$ cat src/rtl/bin2bcd_seq_if.sv
// Handshake and result bundle between a binary source and the BCD converter.
// The converter takes the slave side; the value producer/result consumer takes the master side.
interface bin2bcd_seq_if #(
    parameter int BIN_W  = 20,
    parameter int DIGITS = 6
);
    logic                  in_valid;
    logic                  in_ready;
    logic [BIN_W-1:0]      in_data;
    logic                  out_valid;
    logic [4*DIGITS-1:0]   out_bcd;
    logic [DIGITS-1:0]     out_blank;
    logic                  out_neg;
    logic                  out_ovf;

    modport master (
        output in_valid, in_data,
        input  in_ready, out_valid, out_bcd, out_blank, out_neg, out_ovf
    );

    modport slave (
        input  in_valid, in_data,
        output in_ready, out_valid, out_bcd, out_blank, out_neg, out_ovf
    );
endinterface

$ cat src/rtl/bin2bcd_seq.sv
// Sequential double-dabble binary-to-BCD converter with sign, saturation and blank mask.
// Latency: out_valid rises BIN_W+1 clocks after acceptance; one conversion per BIN_W+2 clocks.
// Backpressure: in_ready only in IDLE; in_valid while busy is ignored, results hold until next DONE.
module bin2bcd_seq #(
    parameter int BIN_W      = 20,
    parameter int DIGITS     = 6,
    parameter int SIGNED     = 0,
    parameter int BLANK_LEAD = 1
) (
    input  logic         clk,
    input  logic         rst_n,
    bin2bcd_seq_if.slave io
);
    localparam int BCD_W = 4 * DIGITS;
    localparam int CNT_W = $clog2(BIN_W + 1);

    typedef enum logic [1:0] {IDLE, CONV, DONE} state_t;

    state_t             state_q;
    logic [BIN_W-1:0]   mag_q;
    logic [BCD_W-1:0]   scr_q;
    logic [CNT_W-1:0]   cnt_q;
    logic               neg_q;
    logic               ovf_q;
    logic [BCD_W-1:0]   bcd_q;
    logic [DIGITS-1:0]  blank_q;
    logic               valid_q;
    logic               out_neg_q;
    logic               out_ovf_q;

    logic [BCD_W-1:0]   adj_d;
    logic [DIGITS-1:0]  blank_d;
    logic [BIN_W-1:0]   mag_in_d;
    logic               neg_in_d;
    logic               zero_run;

    always_comb begin
        neg_in_d = (SIGNED != 0) && io.in_data[BIN_W-1];
        mag_in_d = neg_in_d ? (~io.in_data + BIN_W'(1)) : io.in_data;
    end

    always_comb begin
        adj_d = scr_q;
        for (int i = 0; i < DIGITS; i++) begin
            if (scr_q[4*i +: 4] > 4'd4)
                adj_d[4*i +: 4] = scr_q[4*i +: 4] + 4'd3;
        end
    end

    // Walk down from the top digit; a digit blanks while every digit above it is zero.
    always_comb begin
        blank_d  = '0;
        zero_run = 1'b1;
        for (int i = DIGITS - 1; i > 0; i--) begin
            zero_run   = zero_run & (scr_q[4*i +: 4] == 4'd0);
            blank_d[i] = zero_run;
        end
        if (BLANK_LEAD == 0 || ovf_q)
            blank_d = '0;
    end

    always_ff @(posedge clk or posedge rst_n) begin
        if (rst_n) begin
            state_q   <= IDLE;
            mag_q     <= '0;
            scr_q     <= '0;
            cnt_q     <= '0;
            neg_q     <= 1'b0;
            ovf_q     <= 1'b0;
            bcd_q     <= '0;
            blank_q   <= '0;
            valid_q   <= 1'b0;
            out_neg_q <= 1'b0;
            out_ovf_q <= 1'b0;
        end else begin
            valid_q <= 1'b0;
            case (state_q)
                IDLE: begin
                    if (io.in_valid) begin
                        mag_q   <= mag_in_d;
                        neg_q   <= neg_in_d;
                        scr_q   <= '0;
                        cnt_q   <= '0;
                        ovf_q   <= 1'b0;
                        state_q <= CONV;
                    end
                end
                CONV: begin
                    {scr_q, mag_q} <= {adj_d[BCD_W-2:0], mag_q, 1'b0};
                    ovf_q          <= ovf_q | adj_d[BCD_W-1];
                    cnt_q          <= cnt_q + CNT_W'(1);
                    if (cnt_q == CNT_W'(BIN_W - 1))
                        state_q <= DONE;
                end
                DONE: begin
                    bcd_q     <= ovf_q ? {DIGITS{4'h9}} : scr_q;
                    blank_q   <= blank_d;
                    // A zero result is never shown as negative.
                    out_neg_q <= neg_q && (ovf_q || (scr_q != '0));
                    out_ovf_q <= ovf_q;
                    valid_q   <= 1'b1;
                    state_q   <= IDLE;
                end
                default: state_q <= IDLE;
            endcase
        end
    end

    assign io.in_ready  = (state_q == IDLE);
    assign io.out_valid = valid_q;
    assign io.out_bcd   = bcd_q;
    assign io.out_blank = blank_q;
    assign io.out_neg   = out_neg_q;
    assign io.out_ovf   = out_ovf_q;
endmodule

$ cat src/flat_wrapper.sv
// flat-port wrapper written by rule: the top's interface ports become plain ports
module bin2bcd_seq_flat 
#(
    parameter int BIN_W      = 20,
    parameter int DIGITS     = 6,
    parameter int SIGNED     = 0,
    parameter int BLANK_LEAD = 1
)
  (clk, rst_n, io_in_valid, io_in_data, io_in_ready, io_out_valid, io_out_bcd, io_out_blank, io_out_neg, io_out_ovf);
  bin2bcd_seq_if #(.BIN_W(BIN_W), .DIGITS(DIGITS)) io_i ();
  input  logic clk;
  input  logic rst_n;
  input wire logic [$bits(io_i.in_valid)-1:0] io_in_valid;
  input wire logic [$bits(io_i.in_data)-1:0] io_in_data;
  output wire logic [$bits(io_i.in_ready)-1:0] io_in_ready;
  output wire logic [$bits(io_i.out_valid)-1:0] io_out_valid;
  output wire logic [$bits(io_i.out_bcd)-1:0] io_out_bcd;
  output wire logic [$bits(io_i.out_blank)-1:0] io_out_blank;
  output wire logic [$bits(io_i.out_neg)-1:0] io_out_neg;
  output wire logic [$bits(io_i.out_ovf)-1:0] io_out_ovf;
  assign io_i.in_valid = io_in_valid;
  assign io_i.in_data = io_in_data;
  assign io_in_ready = io_i.in_ready;
  assign io_out_valid = io_i.out_valid;
  assign io_out_bcd = io_i.out_bcd;
  assign io_out_blank = io_i.out_blank;
  assign io_out_neg = io_i.out_neg;
  assign io_out_ovf = io_i.out_ovf;
  bin2bcd_seq #(.BIN_W(BIN_W), .DIGITS(DIGITS), .SIGNED(SIGNED), .BLANK_LEAD(BLANK_LEAD)) u_core (.clk(clk), .rst_n(rst_n), .io(io_i));
endmodule
$ cat config.mk
export PLATFORM = sky130hd
export DESIGN_NAME = bin2bcd_seq_flat
export DESIGN_NICKNAME = d
export VERILOG_FILES = /design/src/rtl/bin2bcd_seq_if.sv /design/src/rtl/bin2bcd_seq.sv /design/src/flat_wrapper.sv
export SDC_FILE = /design/constraint.sdc
export NUM_CORES = 1
export LEC_CHECK = 0
export ABC_CLOCK_PERIOD_IN_PS = 2700
export BUFFER_PORTS_ARGS = -buffer_cell sky130_fd_sc_hd__buf_2
export CAP_MARGIN = 25
export CORE_MARGIN = 3
export CORE_UTILIZATION = 57
export DETAILED_ROUTE_END_ITERATION = 16
export PLACE_DENSITY = 0.9
export SYNTH_ARGS = -nofsm -noshare
export SYNTH_HDL_FRONTEND = slang
export SYNTH_SLANG_ARGS = --single-unit
$ cat constraint.sdc
create_clock -name clk -period 2.7 [get_ports clk]
set_clock_uncertainty 0.2 [all_clocks]
set_input_delay 0 -clock clk [delete_from_list [all_inputs] [get_ports clk]]
set_output_delay 0 -clock clk [all_outputs]
set_load 0.01 [all_outputs]
# Yosys cells after proc, flatten, opt, wreduce, memory -nomap -nowiden
# Index checks and enable logic that the tools add are counted.
# W data, S select, Z words.
# word_totals
register_bits	84
inputBits	23
output_inout_bits	34
wordCells	61
# classes
addsub	7
order_cmp	6
eq_ne	5
n_mux	20
n_bitwise	5
n_reduce_logical	9
# ops
op	count
$mux W24	2
$pmux W24 S2	1
$pmux W20 S2	1
$add A4 B2 Y4 const B	6
$gt A4 B3 Y1 const B	6
$mux W4	6
$logic_not A4 Y1	5
$mux W20	1
$pmux W5 S2	1
$mux W6	1
$add A5 B1 Y5 const B	1
$eq A5 B5 Y1 const B	1
$mux W5	1
$and A1 B1 Y1	4
$mux W2	2
$pmux W2 S2	1
$reduce_and A2 Y1	2
$eq A2 B1 Y1 const B	1
$eq A2 B2 Y1 const B	1
$logic_not A2 Y1	1
$mux W1	2
$ne A2 B1 Y1 const B	1
$ne A2 B2 Y1 const B	1
$pmux W1 S2	1
2 further kinds	2

# Longest topological paths before layout
# Gate-level depths: netlist of the first run.
# depth
word_depth	6
ltp_mapped	6
mapped_depth_nobuf	5

# Worst setup path after synthesis of the first run
# No wires, ideal clock.
# synth_timing
path_type	register to register
start	reg u_core.scr_q[20]
end	reg u_core.scr_q[22]
setup_time_ps	122
t_arrival_ps	1281
t_required_ps	2378
slack_ps	1098
path_stages_with_launch	6
path_buffers	0
synth_period_minus_slack_ps	1602
cell_sequence	dfrtp_1 -> inv_1 -> ha_1 -> nor2b_1 -> or3_1 -> a32o_1
# synth_between
elab_chain_cells	3
word_cells_on_any_way	4
classes_between	add/sub (1); order compare (1); mux (2)
# synth_rtl
element	line	text
from (decl)	bin2bcd_seq.sv:21	logic [BCD_W-1:0] scr_q;
from (signal assigned)	bin2bcd_seq.sv:89	{scr_q, mag_q} <= {adj_d[BCD_W-2:0], mag_q, 1'b0};
$add A4 B2 Y4 / $gt A4 B3 Y1 (equally long branches)	bin2bcd_seq.sv:46, bin2bcd_seq.sv:45	
$mux W4 *	bin2bcd_seq.sv:45	if (scr_q[4*i +: 4] > 4'd4)
$pmux W24 S2 *	bin2bcd_seq.sv:77	case (state_q)
# Mark *: on every way between the ends. The rest lies on a longest branch, timed or not.
# A chain may end at the register's enable or synchronous reset.

# Worst setup path in the final report of the first run
# layout_timing
start	reg u_core.state_q[0]
end	reg u_core.mag_q[11]
# layout_between
elab_chain_cells	3
word_cells_on_any_way	6
classes_between	eq/ne (2); mux (1); reduce/logical (3)
# layout_rtl
element	line	text
from (decl)	bin2bcd_seq.sv:19	state_t state_q;
from (signal assigned)	bin2bcd_seq.sv:64	state_q <= IDLE;
from (signal assigned)	bin2bcd_seq.sv:85	state_q <= CONV;
from (signal assigned)	bin2bcd_seq.sv:93	state_q <= DONE;
$eq A2 B1 Y1 / $logic_not A2 Y1 (equally long branches)	bin2bcd_seq.sv:77	
$reduce_bool A2 Y1 (no line) / $ne A2 B2 Y1 (equally long branches)	-	
$reduce_and A2 Y1 (no line)	-	
to (signal assigned)	bin2bcd_seq.sv:80	mag_q <= mag_in_d;
to (signal assigned)	bin2bcd_seq.sv:89	
to (decl)	bin2bcd_seq.sv:20	logic [BIN_W-1:0] mag_q;
# Parallel ways exist; a longest one is shown, timed or not.

==> metrics.txt, run 1 <==
WL final=9.232 mm; Slew headroom=0.4175; setup total negative slack=0 ns; async set-reset flop share out of synthesis=1.000; initial antenna violation count=0; post-synth cell types=37; DRT iter0 DRCs=434; Die Area=8000 sq um; Final ANT Viol Nets=0; routability cong.=0.8274; final max-slew violation count=0; DR vias/cell=6.065; placed insts=517; complex-gate fraction of the synthesized area=0.2109; clock latency on the worst-skew pair=0.36 ns; f_max=455.6 MHz; cts bufs inserted=9; commonest non-fill, non-tap cell in the layout=dfrtp_1; crit path DAT=2.24 ns; Worst setup EP type=flip-flop; register area share after synthesis=0.5233; CTS root buffer=clkbuf_8; Final setup viols=0; CTS Buffer Depth=2; Initial DRT Pass Iterations=6; WL/cell=16.63 um; Vias=3,366; largest family of logic cells by synthesized area=compound AO/OA/AOI/OAI gates; CP max FO=20; all-layer global routing usage=0.2506; kind of start point of the critical path=flip-flop; final cycle utilization of the critical path=0.8130; clock sinks=83; TritonCTS clock tree=built; Main synth FF type=dfrtp_1; share of layout cells above drive strength 1=0.1778; post-synthesis mux area share=0.02270; WP data required=2.74 ns; Synth Instances=408; Final Hold Fails=0; number of max-cap violations=0; Rows=29; grt ovf=0; Avg Inst Size Synth=9.727 sq um; crit path kind=flip-flop to flip-flop; Worst Max-Slew Pin Slew=0.8738 ns; PD cells=1019 nW/um^2; antenna cells=0; vias in the first global route=3,281; final net count=503; Die Ht=89.45 um; Yosys reg bits=83; Synth Cell Area=3969 sq um; first-pass GRT wire length=15.37 mm; area share of fa/ha/maj cells after synthesis=0.02207; number of synthesized flops with an enable pin=0; port bufs=54; Final min period=2.195 ns; clock transition at the registers of the reported paths=0.08 ns; CTS H-tree lvls=3; Peak supply drop=0.4991 mV; Die X=89.45 um; most frequent cells in the layout=dfrtp_1 (83), nand2_1 (63), o21ai_0 (55); Finished Layout Cells=555; synth warn=0; simple-gate area share of the yosys netlist=0.1661; Area growth syn-to-layout=18.82%; dpl hpwl=5.689 mm; Leak=2.198 nW; status=complete, no violations; initial core utilization=0.6077; RSZ-0062 raised after global routing=no; quantity of gates resized following cts=0; worst min path class=input port to flip-flop; largest net degree at the start of global routing=84; I/O pins=57; DRC Markers=0; post-CTS setup buffers=0; Synth Area in XOR/XNOR=0; core area=6531 sq um
## final timing paths
path                                             from                     to  slack [ns]  cells after the start
worst min register to register  u_core.io.out_bcd[11]  u_core.io.out_bcd[11]        0.27                      2
worst max-delay path                u_core.state_q[0]       u_core.mag_q[11]        0.50                      5
worst max register to register      u_core.state_q[0]       u_core.mag_q[11]        0.50                      5
max in group asynchronous                       rst_n       u_core.mag_q[16]        1.91                      4
worst min-delay path                      io_in_valid        u_core.mag_q[2]        0.03                      4
min in group asynchronous                       rst_n        u_core.scr_q[4]        0.07                      4
## repair_timing
| item | CTS | global route |
|---|---|---|
| hold endpoints to repair | 103 | 0 |
| hold buffers | 22 | 0 |
| setup endpoints to repair | 0 | 0 |
## routing by layer
metal	GRT usage	vias to the layer above	part of all wire
li1	-	1573	-
met1	0.3243	1636	0.42
met2	0.4119	131	0.50
met3	0.04332	26	0.057
met4	0.1150	0	0.026
met5	0	-	0
## worst max-delay path: stages (launching register included)
cell	delay [ns]
dfrtp_1	0.56
buf_4	0.29
and3b_1	0.20
a21oi_1	0.13
o21ai_0	0.11
dlygate4sd3_1	0.58
## through the flow
stage               instance area, sq um  power, mW  hold slack [ns]  utilization  worst slack, ns
detailed placement                  4269      3.719         -0.07488       0.6536           0.8106
CTS                                 4716      4.776          0.01285       0.7220           0.6152
global placement                    4269      3.590         -0.08197       0.6536           0.8933
global route                        4716      5.110          0.07537       0.7220           0.4073
floorplan                           3973      3.263         -0.06764            -           0.3632
finish                              4716      4.803          0.02539       0.7220           0.5050
## flip-flops by register name, indices dropped and copies added, names as in the netlist
signal,flops
u_core.mag_q,20
u_core.io.out_bcd,24
u_core.io.out_ovf,1
u_core.io.out_blank,5
u_core.ovf_q,1
u_core.state_q,2
u_core.io.out_valid,1
u_core.cnt_q,5
u_core.scr_q,24
## cells by family (layout without fill, tap and decap cells)
family	after synthesis	in the layout
AOI/OAI and AO/OA	131	131
and+or+nand+nor	129	129
DFF	83	83
buffers and inverters	48	117
muxes	9	9
adders and majority gates	7	7
other	1	2
## power by group
group | internal [mW] | switching, mW
Combinational | 0.810 | 0.895
Clock | 0.545 | 0.454
Sequential | 1.65 | 0.453
## Yosys cell counts (all sizes together), types with 7 or more instances
master | instances | area share
a21oi | 17 | 0.021
clkbuf | 11 | 0.011
a22oi | 13 | 0.025
o21ai | 57 | 0.072
ha | 7 | 0.022
a32o | 12 | 0.030
buf | 21 | 0.028
inv | 16 | 0.015
nor2 | 8 | 0.0076
nor2b | 19 | 0.030
o31ai | 12 | 0.023
dfrtp | 83 | 0.52
nand2 | 63 | 0.060
nand2b | 8 | 0.013
mux2i | 9 | 0.023
## area by class of cell
type | instances | area, sq um
clock buffers | 10 | 137.6
clock inverters | 6 | 88.84
fillers | 452 | 1815
inverters | 16 | 61.31
multi-input cells | 278 | 1684
flip-flops and latches | 83 | 2077
well taps | 77 | 96.34
repair buffers | 85 | 570.5
Note: power is estimated with default switching activity, not from simulation.
==> inputs of run 2 (changes only) <==
--- a/config.mk
+++ b/config.mk
@@ -5,11 +5,12 @@
 export SDC_FILE = /design/constraint.sdc
 export NUM_CORES = 1
 export LEC_CHECK = 0
-export ABC_CLOCK_PERIOD_IN_PS = 2700
+export ABC_AREA = 1
+export ABC_CLOCK_PERIOD_IN_PS = 2120
 export BUFFER_PORTS_ARGS = -buffer_cell sky130_fd_sc_hd__buf_2
 export CAP_MARGIN = 25
 export CORE_MARGIN = 3
-export CORE_UTILIZATION = 57
+export CORE_UTILIZATION = 56
 export DETAILED_ROUTE_END_ITERATION = 16
 export PLACE_DENSITY = 0.9
 export SYNTH_ARGS = -nofsm -noshare
==> constraint.sdc (replaced) <==
create_clock -name clk -period 2.12 [get_ports clk]
set_clock_uncertainty 0.2 [all_clocks]
set_input_delay 0 -clock clk [delete_from_list [all_inputs] [get_ports clk]]
set_output_delay 0 -clock clk [all_outputs]
set_load 0.01 [all_outputs]
==> run 2 against run 1 <==
  * Critical path depth up 1
  * Area after synthesis down 5.7%
  * Sequential power up 15%
  * Critical endpoint is now u_core.ovf_q
  * Combinational power up 19%
  * Setup slack worse by 0.22 ns
==> metrics.txt, run 2 <==
WL final=8.405 mm (-9.0%); worst min path class=input port to flip-flop; DR vias/cell=5.411 (-11%); Final setup viols=0 (unchanged); Synth Instances=418 (+2.5%); Vias=3,117 (-7.4%); Critical Path End=u_core.ovf_q; most frequent cells in the layout=nand2_1 (104), dfrtp_1 (83), buf_2 (54); WP data required=2.16 ns (-0.58 ns); most numerous cell in the Yosys netlist=nand2_1; Post-DP Area=4038 sq um (-5.4%); Final ANT Viol Nets=0 (unchanged); port bufs=54 (unchanged); largest net degree at the start of global routing=57 (-32%); cell-by-cell trace of the critical path=nand2_4, inv_4, nor2_4, inv_1, nand2_1, o21ai_0; Final min period=1.832 ns (-0.3633 ns); kind of start point of the critical path=flip-flop; Rows=29 (unchanged); Worst R2R End=u_core.ovf_q; worst r2r src=u_core.state_q[0]; Slew headroom=0.5387 (+0.1212); TritonCTS clock tree=built; area of the multi-input gates=1385 sq um (-18%); RSZ-0062 raised after global routing=no; top-area cell type share of the netlist area=0.5552 (+0.03185); CTS H-tree lvls=3 (unchanged); final cycle utilization of the critical path=0.8640 (+0.05106); vias in the first global route=3,059 (-6.8%); Synth Cell Area=3741 sq um (-5.7%); dpl hpwl=5.365 mm (-5.7%); Area contributors post-synth=dfrtp_1 (56%), nand2_1 (10%), o21ai_0 (6.2%); number of max-cap violations=0 (unchanged); Net Switching=2.175 mW (+21%); Filler Cells Inserted=496 (+9.7%); Worst Max-Slew Pin Slew=0.6920 ns (-0.1818 ns); slowest stage delay, CP=0.45 ns (-0.13 ns); async set-reset flop share out of synthesis=1.000 (unchanged); Sw Ratio=0.3807 (+0.005477); Yosys reg bits=83 (unchanged); register area share after synthesis=0.5552 (+0.03185); Avg Inst Size Synth=8.950 sq um (-8.0%); Seq. cell area=2077 sq um (unchanged); antenna cells=0 (unchanged); clock latency on the worst-skew pair=0.36 ns (about the same); initial antenna violation count=0 (unchanged); Die Area=7697 sq um (-3.8%); f_max=545.9 MHz (+20%); Internal=3.537 mW (+18%); worst reg2reg path depth=6 (+1); grt ovf=0 (unchanged); DRT iter0 DRCs=200 (-54%); CP max FO=25 (+25%); share of layout cells above drive strength 1=0.1944 (+0.01656); Final Hold Fails=0 (unchanged); clock sinks=83 (unchanged); Reg2Reg Setup Slack=0.29 ns (-0.22 ns); Comb pwr share=0.355 (about the same); CTS root buffer=clkbuf_8; final max-slew violation count=0 (unchanged); Leak=2.196 nW (about the same); core area=6422 sq um (-1.7%); Finished Layout Cells=576 (+3.8%); first-pass GRT wire length=14.12 mm (-8.1%); number of synthesized flops with an enable pin=0 (unchanged); setup total negative slack=0 ns (unchanged); Yosys top cell by area=dfrtp_1; Initial DRT Pass Iterations=6 (unchanged); # hold bufs at CTS=21 (-4.5%); clock network fraction of design power=0.222 (+0.014); final net count=524 (+4.2%); crit path DAT=1.87 ns (-0.37 ns); Die X=87.74 um (-1.9%); WL/cell=14.59 um (-12%); synth warn=0 (unchanged); slowest CP cell=dfrtp_1; all-layer global routing usage=0.2395 (-0.01116); DRC Markers=0 (unchanged); placed insts=539 (+4.3%); Peak supply drop=0.6463 mV (+29%); CTS Buffer Depth=2 (unchanged); Critical Path Start=u_core.state_q[0]; post-synth cell types=27 (-27%); routability cong.=0.8363 (+1.1%); commonest non-fill, non-tap cell in the layout=nand2_1; post-route cell area=4474 sq um (-5.1%); Sequential Power Share=0.422 (-0.015); I/O pins=57 (unchanged); crit path kind=flip-flop to flip-flop; post-CTS setup buffers=0 (unchanged); PD cells=1277 nW/um^2 (+25%); clock transition at the registers of the reported paths=0.08 ns (about the same); status=complete, no violations; Area growth syn-to-layout=19.60%; Post-synth top cells=nand2_1 (104), dfrtp_1 (83), o21ai_0 (46); Die Ht=87.74 um (-1.9%); Main synth FF type=dfrtp_1; initial core utilization=0.5825 (-0.02516); cts bufs inserted=9 (unchanged); Worst setup EP type=flip-flop; quantity of gates resized following cts=0 (unchanged)
==> run 2: changes by cell type in the layout (fill, tap and decap cells not counted), sizes merged, moves of 8 or more <==
cell / change
nand2: +43
mux2i: -9
a22oi: -13
o31ai: -12
nor2: +24
a21oi: +8
nor2b: -19
nand3: +21
inv: +26
a32o: -12
nand2b: -8
==> run 2: final cells by class <==
class | instances | share of cell area
clock buffer | 11 | 0.03384
clock inverter | 5 | 0.01678
inverter | 42 | 0.03663
multi-input combinational | 277 | 0.3096
sequential | 83 | 0.4642
tap | 77 | 0.02153
timing repair buffer | 81 | 0.1174
==> run 2: worst min path at each step <==
stage	startpoint	to	slack, ns	cells past startpoint
after CTS	io_in_valid	u_core.mag_q[12]	0.009	5
after global routing	io_in_valid	u_core.mag_q[2]	0.05	5
after detailed placement	rst_n	u_core.mag_q[15]	-0.08	3
final	io_in_valid	u_core.mag_q[12]	0.02	5
after global placement	rst_n	u_core.mag_q[15]	-0.09	3
after floorplan	io_in_data[12]	u_core.mag_q[12]	-0.08	2
==> run 2: power by group through the flow <==
| stage | clock network, mW | registers (mW) | logic, mW |
|---|---|---|---|
| floorplan | 0 | 2.36 | 1.55 |
| global route | 1.36 | 2.47 | 2.35 |
| detailed placement | 0 | 2.43 | 1.96 |
| finish | 1.27 | 2.41 | 2.03 |
| global placement | 0 | 2.39 | 1.86 |
| CTS | 1.28 | 2.40 | 2.02 |
==> run 2: kinds of logic (layout without fill, tap and decap cells) <==
group | Yosys count | after routing | share of synthesized area
AND/OR/NAND/NOR | 167 | 167 | 0.1866
AO/OA/AOI/OAI | 99 | 99 | 0.1535
flip-flops | 83 | 83 | 0.5552
buffers and inverters | 59 | 139 | 0.07558
adder cells (fa/ha/maj) | 7 | 7 | 0.02341
XOR/XNOR | 2 | 2 | 0.004683
other | 1 | 2 | 0.001002
==> run 2: metal layers <==
layer | up-vias | share of wire | GRT usage
li1 | 1514 | - | -
met1 | 1477 | 0.42 | 0.2987
met2 | 113 | 0.51 | 0.4171
met3 | 13 | 0.060 | 0.03763
met4 | 0 | 0.018 | 0.09484
met5 | - | 0 | 0
==> run 2: worst max-delay path, delay by kind of cell (launching register included) <==
| kind | cells | cell delay [ns] |
|---|---|---|
| flip-flops | 1 | 0.45 |
| buffers and inverters | 2 | 0.28 |
| AND/OR/NAND/NOR | 3 | 0.70 |
| AO/OA/AOI/OAI | 1 | 0.07 |
==> run 2: metrics by stage <==
step / hold slack [ns] / power (mW) / util / setup slack (ns)
2_1_floorplan: -0.08013 / 3.911 / - / 0.6121
3_3_place_gp: -0.08869 / 4.253 / 0.6287 / 0.3689
3_5_place_dp: -0.08182 / 4.384 / 0.6287 / 0.3273
4_1_cts: 0.009424 / 5.701 / 0.6967 / 0.3127
5_1_grt: 0.05296 / 6.182 / 0.6967 / 0.1433
6_report: 0.01910 / 5.712 / 0.6967 / 0.2882
